--- src/rtl/vga_rx_monitor.sv ---
// VGA loop-back receiver: measures line/frame timing of the incoming stream, flags lock
// once timing repeats, and captures one scaled 7x8 character cell back into a bitmap.
module vga_rx_monitor #(
    parameter int unsigned CELL_X0    = 0,
    parameter int unsigned CELL_Y0    = 0,
    parameter int unsigned CELL_SCALE = 16,
    parameter int unsigned CNT_W      = 12
) (
    input  logic             clk_vga,
    input  logic             rst_n,
    input  logic             hsync,
    input  logic             vsync,
    input  logic             blank_n,
    input  logic [9:0]       vga_r,
    output logic [CNT_W-1:0] h_total,
    output logic [CNT_W-1:0] h_sync_len,
    output logic [CNT_W-1:0] h_active,
    output logic [CNT_W-1:0] v_total,
    output logic [CNT_W-1:0] v_sync_len,
    output logic [CNT_W-1:0] v_active,
    output logic [55:0]      glyph,
    output logic             frame_done,
    output logic             locked
);

    localparam logic [CNT_W-1:0] CntOne = CNT_W'(1);

    function automatic logic [CNT_W-1:0] sat_inc(input logic [CNT_W-1:0] v);
        return (v == '1) ? v : v + CntOne;
    endfunction

    // Only the MSB of red carries luminance.
    logic unused_r;
    assign unused_r = ^vga_r[8:0];

    // Input stage
    logic hs_s1_q, hs_s2_q, vs_s1_q, vs_s2_q, bl_s1_q, px_s1_q;
    logic hs_fall, hs_rise, vs_fall;

    always_ff @(posedge clk_vga or negedge rst_n) begin
        if (!rst_n) begin
            hs_s1_q <= 1'b0;
            hs_s2_q <= 1'b0;
            vs_s1_q <= 1'b0;
            vs_s2_q <= 1'b0;
            bl_s1_q <= 1'b0;
            px_s1_q <= 1'b0;
        end else begin
            hs_s1_q <= hsync;
            hs_s2_q <= hs_s1_q;
            vs_s1_q <= vsync;
            vs_s2_q <= vs_s1_q;
            bl_s1_q <= blank_n;
            px_s1_q <= vga_r[9];
        end
    end

    assign hs_fall = hs_s2_q & ~hs_s1_q;
    assign hs_rise = ~hs_s2_q & hs_s1_q;
    assign vs_fall = vs_s2_q & ~vs_s1_q;

    // Running counters and per-frame shadows
    logic [CNT_W-1:0] lc_q, lc_d, hl_q, hl_d, ax_q, ax_d;
    logic [CNT_W-1:0] ht_q, ht_d, hsl_q, hsl_d, ha_q, ha_d;
    logic [CNT_W-1:0] vt_q, vt_d, vsl_q, vsl_d, ay_q, ay_d;
    logic [55:0]      gl_q, gl_d;

    always_comb begin
        lc_d = hs_fall ? CntOne : sat_inc(lc_q);
        hl_d = hl_q;
        if (!hs_s1_q) begin
            hl_d = hs_fall ? CntOne : sat_inc(hl_q);
        end
        ax_d = hs_fall ? '0 : (bl_s1_q ? sat_inc(ax_q) : ax_q);

        // A vsync fall starts a fresh frame; events on that same cycle belong to it.
        ht_d  = vs_fall ? '0 : ht_q;
        hsl_d = vs_fall ? '0 : hsl_q;
        ha_d  = vs_fall ? '0 : ha_q;
        vt_d  = vs_fall ? '0 : vt_q;
        vsl_d = vs_fall ? '0 : vsl_q;
        ay_d  = vs_fall ? '0 : ay_q;
        gl_d  = vs_fall ? '0 : gl_q;

        if (hs_fall) begin
            ht_d = lc_q;
            vt_d = sat_inc(vt_d);
            if (!vs_s1_q) begin
                vsl_d = sat_inc(vsl_d);
            end
            if (ax_q != '0) begin
                ha_d = ax_q;
                ay_d = sat_inc(ay_d);
            end
        end
        if (hs_rise) begin
            hsl_d = hl_q;
        end

        if (bl_s1_q) begin
            for (int c = 0; c < 7; c++) begin
                for (int r = 0; r < 8; r++) begin
                    if (ax_q == CNT_W'(CELL_X0 + c * CELL_SCALE + CELL_SCALE / 2) &&
                        ay_q == CNT_W'(CELL_Y0 + r * CELL_SCALE + CELL_SCALE / 2)) begin
                        gl_d[c * 8 + r] = ~px_s1_q;
                    end
                end
            end
        end
    end

    always_ff @(posedge clk_vga or negedge rst_n) begin
        if (!rst_n) begin
            lc_q  <= '0;
            hl_q  <= '0;
            ax_q  <= '0;
            ht_q  <= '0;
            hsl_q <= '0;
            ha_q  <= '0;
            vt_q  <= '0;
            vsl_q <= '0;
            ay_q  <= '0;
            gl_q  <= '0;
        end else begin
            lc_q  <= lc_d;
            hl_q  <= hl_d;
            ax_q  <= ax_d;
            ht_q  <= ht_d;
            hsl_q <= hsl_d;
            ha_q  <= ha_d;
            vt_q  <= vt_d;
            vsl_q <= vsl_d;
            ay_q  <= ay_d;
            gl_q  <= gl_d;
        end
    end

    // Frame commit and lock tracking
    logic             first_q;
    logic [1:0]       match_q, match_d;
    logic [1:0]       done_q;
    logic [CNT_W-1:0] ht_commit;
    logic             same_timing;

    always_comb begin
        // With no line edge in the frame, report the saturated line counter.
        ht_commit   = (vt_q != '0) ? ht_q : lc_q;
        same_timing = (ht_commit == h_total) && (vt_q == v_total);
        match_d     = 2'd0;
        if (same_timing) begin
            match_d = (match_q == 2'd2) ? 2'd2 : match_q + 2'd1;
        end
    end

    always_ff @(posedge clk_vga or negedge rst_n) begin
        if (!rst_n) begin
            first_q    <= 1'b0;
            match_q    <= 2'd0;
            locked     <= 1'b0;
            h_total    <= '0;
            h_sync_len <= '0;
            h_active   <= '0;
            v_total    <= '0;
            v_sync_len <= '0;
            v_active   <= '0;
            glyph      <= '0;
        end else if (vs_fall) begin
            first_q <= 1'b1;
            if (first_q) begin
                h_total    <= ht_commit;
                h_sync_len <= hsl_q;
                h_active   <= ha_q;
                v_total    <= vt_q;
                v_sync_len <= vsl_q;
                v_active   <= ay_q;
                glyph      <= gl_q;
                match_q    <= match_d;
                locked     <= (match_d == 2'd2);
            end
        end
    end

    // Pulse lands three edges after vsync is first sampled low.
    always_ff @(posedge clk_vga or negedge rst_n) begin
        if (!rst_n) begin
            done_q     <= 2'b00;
            frame_done <= 1'b0;
        end else begin
            done_q[0]  <= vs_fall & first_q;
            done_q[1]  <= done_q[0];
            frame_done <= done_q[1];
        end
    end

endmodule
--- config.mk ---
export PLATFORM = sky130hd
export DESIGN_NAME = vga_rx_monitor
export DESIGN_NICKNAME = d
export VERILOG_FILES = /design/src/rtl/vga_rx_monitor.sv
export SDC_FILE = /design/constraint.sdc
export NUM_CORES = 1
export LEC_CHECK = 0
export ABC_AREA = 0
export BUFFER_PORTS_ARGS = -buffer_cell sky130_fd_sc_hd__buf_2
export CAP_MARGIN = 10
export CORE_UTILIZATION = 40
export DETAILED_ROUTE_END_ITERATION = 10
export REMOVE_ABC_BUFFERS = 1
export SETUP_SLACK_MARGIN = 0.02
export SLEW_MARGIN = 20
export SYNTH_ARGS = -nofsm -noshare
export SYNTH_HDL_FRONTEND = slang
export SYNTH_SLANG_ARGS = --single-unit
export TNS_END_PERCENT = 100
--- constraint.sdc ---
create_clock -name clk_vga -period 7.7 [get_ports clk_vga]
set_input_delay 1.155 -clock clk_vga [delete_from_list [all_inputs] [get_ports clk_vga]]
set_output_delay 1.155 -clock clk_vga [all_outputs]
set_load 0.02 [all_outputs]
# == Word-level counts from Yosys, hierarchy flattened ==
# Cells that the tools add are included.
# Widths: inputs -> output; s select.
# word_totals
out_inout_bits,130
inputBits,15
ff_bits,305
# classes
n_addsub,7
muxes,85
reduce_logical,65
bitwise_logic,8
n_eq_ne,28
# op_table
op,count
$mux 12,25
$mux 56,2
$eq 12x7->1 const B,7
$add 12x1->12 const B,6
$eq 12x12->1 const B,6
$logic_and 1x1->1,57
$mux 1,56
$eq 12x6->1 const B,4
$eq 12x12->1,2
$eq 12x4->1 const B,2
$eq 12x5->1 const B,2
$reduce_bool 12->1,2
$ne 2x2->1 const B,3
$reduce_and 2->1,3
$reduce_bool 2->1,3
$and 1x1->1,4
$eq 2x2->1 const B,2
$mux 2,2
$not 1->1,4
$add 2x1->2 const B,1

# == Depth between registers and ports, before layout ==
# depth
depth_word,7
ltp_mapped,10
mapped_depth_nobuf,8

# == Worst setup path before layout ==
# No wires, ideal clock.
# synth_timing
kind,flip-flop to flip-flop
start,reg vs_s1_q
end,reg ay_q[1]
setup_time_ns,0.125
t_arrival_ns,2.543
stages_incl_launch_ff,10
slack_ns,5.032
cell_sequence,dfrtp_1 > nand2b_1 > buf_2 > clkbuf_1 > and2_1 > ha_1 > nand4_1 > nor3_1 > or2_1 > mux2_2
# synth_via
elab_chain_len,7
elab_cells_between_ends,8
cone_classes,add/sub: 1; eq/ne: 1; mux: 4; bitwise: 2
# synth_rtl
item,line,source
"start, declared",37,"logic hs_s1_q, hs_s2_q, vs_s1_q, vs_s2_q, bl_s1_q, px_s1_q;"
"start signal, assigned",51,vs_s1_q <= vsync;
$not 1->1 (*),60,assign vs_fall = vs_s2_q & ~vs_s1_q;
$and 1x1->1 (*),60,
$mux 12 (*),82,ay_d = vs_fall ? '0 : ay_q;
$add 12x1->12 / $eq 12x12->1 (equally long branches),29,return (v == '1) ? v : v + CntOne;
$mux 12,29,
$mux 12,91,if (ax_q != '0) begin
$mux 12 (*),85,if (hs_fall) begin
net ay_d[1],65,"logic [CNT_W-1:0] vt_q, vt_d, vsl_q, vsl_d, ay_q, ay_d;"
"end signal, assigned",133,ay_q <= ay_d;
"end, declared",65,
# Mark *: on every way through the listed nets, which the timed path passes. The rest lies on a longest branch.
# A chain may end at the register's enable or synchronous reset.

# == Worst setup path after layout ==
# Same ends and word-level chain as after synthesis.

==> impl_results.md <==
- Worst Setup Start Kind: register
- Final Skew: approximately 0.0093 ns
- Commonest non-fill, non-tap cell in the layout: dfrtp_1
- Worst Path Required: slightly above 8 ns
- Synthesized flop and latch total: just over 300
- Min-Delay Startpoint: done_q[0]
- Reg2Reg Capture Point: ay_q[1]
- Core Region: about 0.033 mm^2
- GRT Total Usage: 0.172
- Ys Warns: 0
- Final RePlAce weighted congestion: a little over 0.8
- First-pass GRT wire length: 47200 um
- Worst slack, placed: ~4.1 ns
- Die extent in x: 185 um
- Iteration count of the initial detailed-routing pass: 5
- Height of the die: around 180 um
- Global route hottest layer: met2
- Setup TNS: 0 ns
- Cts hold-fix bufs: 0
- Hold crit path type: register to register
- Nets: roughly 1300
- RSZ-0062 raised after global routing: no
- Diodes inserted: 0
- IO Pins: 145
- Max Fclk: 281 MHz
- Slew Limit Fails: 0
- Number of global-route vias before repair: 8949
- Power density over cell area: 241 mW/mm^2
- Routed Antenna Nets: 0
- Root buf cell: clkbuf_16
- Max-slew headroom: 0.314
- Dominant synthesized flop cell: dfrtp_1
- Critical Path Fanout Max: 88
- Maxcap violations: 0
- Initial antenna violation count: 0
- Remaining DRCs: 0
- Max IR drop VDD: 0.000124 V
- Endpoints failing hold: 0
- Area Overhead vs Synth: 16.5%
- H-tree Lvls: 2
- M2 GR Usage: 0.272
- Routed len/inst: ~16 um
- Syn_area_per_cell: between 10 and 15 um^2
- Clock transition at path regs: 0.06 ns
- GR Util met1: 0.238
- Largest net degree at the start of global routing: 146
- Port bufs: 135
- Most frequent cells in the layout: dfrtp_1 (305), nand2_1 (167), buf_2 (134)
- Post-synth ARST share: 1.00
- Static Leak: 7.81 nW
- M3 GR Usage: 0.0376
- Iter 0 DRT Violations: 470
- Routed WL: 28600 um
- Gr ovfl total: 0
- CTS tree: yes
- CTS Buffer Depth: 3
- Total power: 3.75 mW
- Final setup fails: 0
- Number of synthesized flops with an enable pin: 0
- Synth Instances: 1161
- Yosys cell types: 66
- Final setup margin: 4.14 ns
- Average vias per placed instance: between 5 and 6
- Final period util: 0.462
- R2R cell count: 8
- Sequential cell area fraction in the yosys report: 0.570
- Syn Std Cell Area: 0.0134 mm^2
- Fillers: between 3000 and 4000
- WHS Endpoint: done_q[1]
- Clock sinks: about 300
- Via count: 8843
- Multi-input gate area: 0.00546 mm^2
- Biggest regs: gl_q: 56 flops, glyph: 56 flops
- WP data arrival: between 3 and 4 ns
- Crit path kind: register to register
- Outcome: completed
- Share of cells above drive strength 1: 0.261
- Worst-Margin Slew: 1.02 ns
- Dpl hpwl: 18000 um
- Starting Density: 0.409
- Post-CTS Setup Bufs: 0
- Register area: 0.00763 mm^2
- Hold path depth: 0
- CTS buffer count: 34
- Die area: 0.0342 mm^2
- Reg2Reg Launch Point: vs_s1_q
- CTS resizes: 0
- Clk_lat worst skew: 0.50 ns
- Rows: 66
- Min Tclk post-route: 3.56 ns
- Worst reg-to-reg setup slack: 4.14 ns
- CP Capture Type: register
## synth_stat cells, types with 5 or more instances
| cell | count | area, um^2 |
|---|---|---|
| xor2_1 | 23 | 201 |
| mux2i_1 | 58 | 581 |
| and3_1 | 8 | 50.1 |
| xnor2_1 | 52 | 455 |
| buf_1 | 14 | 52.6 |
| nor4_1 | 12 | 75.1 |
| nand3_1 | 52 | 260 |
| dfrtp_1 | 305 | 7630 |
| inv_1 | 21 | 78.8 |
| nand3b_1 | 6 | 45.0 |
| a21oi_1 | 14 | 70.1 |
| nand2b_1 | 8 | 50.1 |
| a22o_1 | 24 | 210 |
| and2_1 | 8 | 50.1 |
| nor2b_1 | 8 | 50.1 |
| nand2_1 | 167 | 627 |
| a31o_2 | 5 | 43.8 |
| nor3_1 | 17 | 85.1 |
| clkbuf_1 | 29 | 109 |
| buf_2 | 14 | 70.1 |
| ha_1 | 8 | 100 |
| nor2_1 | 78 | 293 |
| nand4_1 | 15 | 93.8 |
| mux2_2 | 118 | 1330 |
| o21ai_0 | 30 | 150 |
## logic make-up after synthesis
logic type	Yosys count	share of synthesized area
AND/OR/NAND/NOR	410	0.149
buffers and inverters	82	0.0250
adder cells (fa/ha/maj)	8	0.00748
AO/OA/AOI/OAI	105	0.0567
XOR/XNOR	75	0.0491
flip-flops	305	0.570
multiplexers	176	0.143
## layer usage
metal	vias up	share of wire
met5	-	0
met4	0	0.016
li1	4252	-
met2	176	0.46
met3	35	0.055
met1	4380	0.47
## stage by stage
stage | hold WS (ns) | cell area, um^2 | instances | utilization
finish | 0.351 | 15600 | 1743 | 0.477
global route | 0.363 | 15600 | 1743 | 0.477
CTS | 0.352 | 15600 | 1743 | 0.477
detailed placement | 0.340 | 14500 | 1685 | 0.443
global placement | 0.334 | 14500 | 1685 | 0.443
floorplan | 0.331 | 13100 | 1100 | -
## critical path, stage by stage (launching register included)
cell      delay (ns)
dfrtp_1         0.45
nand2b_4        0.22
buf_4           0.76
and2_1          0.27
ha_1            0.18
nand4_1         0.25
nor3_1          0.62
or2_1           0.27
mux2_2          0.36
## power breakdown
group	switching, mW	leakage, nW	internal [mW]	total, mW
logic	0.231	3.06	0.155	0.386
clock network	0.621	0.556	0.996	1.62
registers	0.0788	4.20	1.67	1.75
## final cells by class
type / count / share of cell area
multi-input cells: 774 / 0.350
flip-flops and latches: 305 / 0.489
well taps: 442 / 0.0354
inverters: 21 / 0.00505
clock inverters: 7 / 0.00545
clock buffers: 51 / 0.0666
repair buffers: 143 / 0.0486
## how the worst max path moves through the flow
stage / cells after the start / startpoint / endpoint
5_1_grt: 8 / vs_s1_q / ay_q[1]
2_1_floorplan: 7 / vs_s1_q / ay_q[1]
4_1_cts: 8 / vs_s1_q / ay_q[1]
6_report: 8 / vs_s1_q / ay_q[1]
3_3_place_gp: 8 / vs_s1_q / ay_q[1]
3_5_place_dp: 8 / vs_s1_q / ay_q[1]
Power figures use the tool's default switching activity.
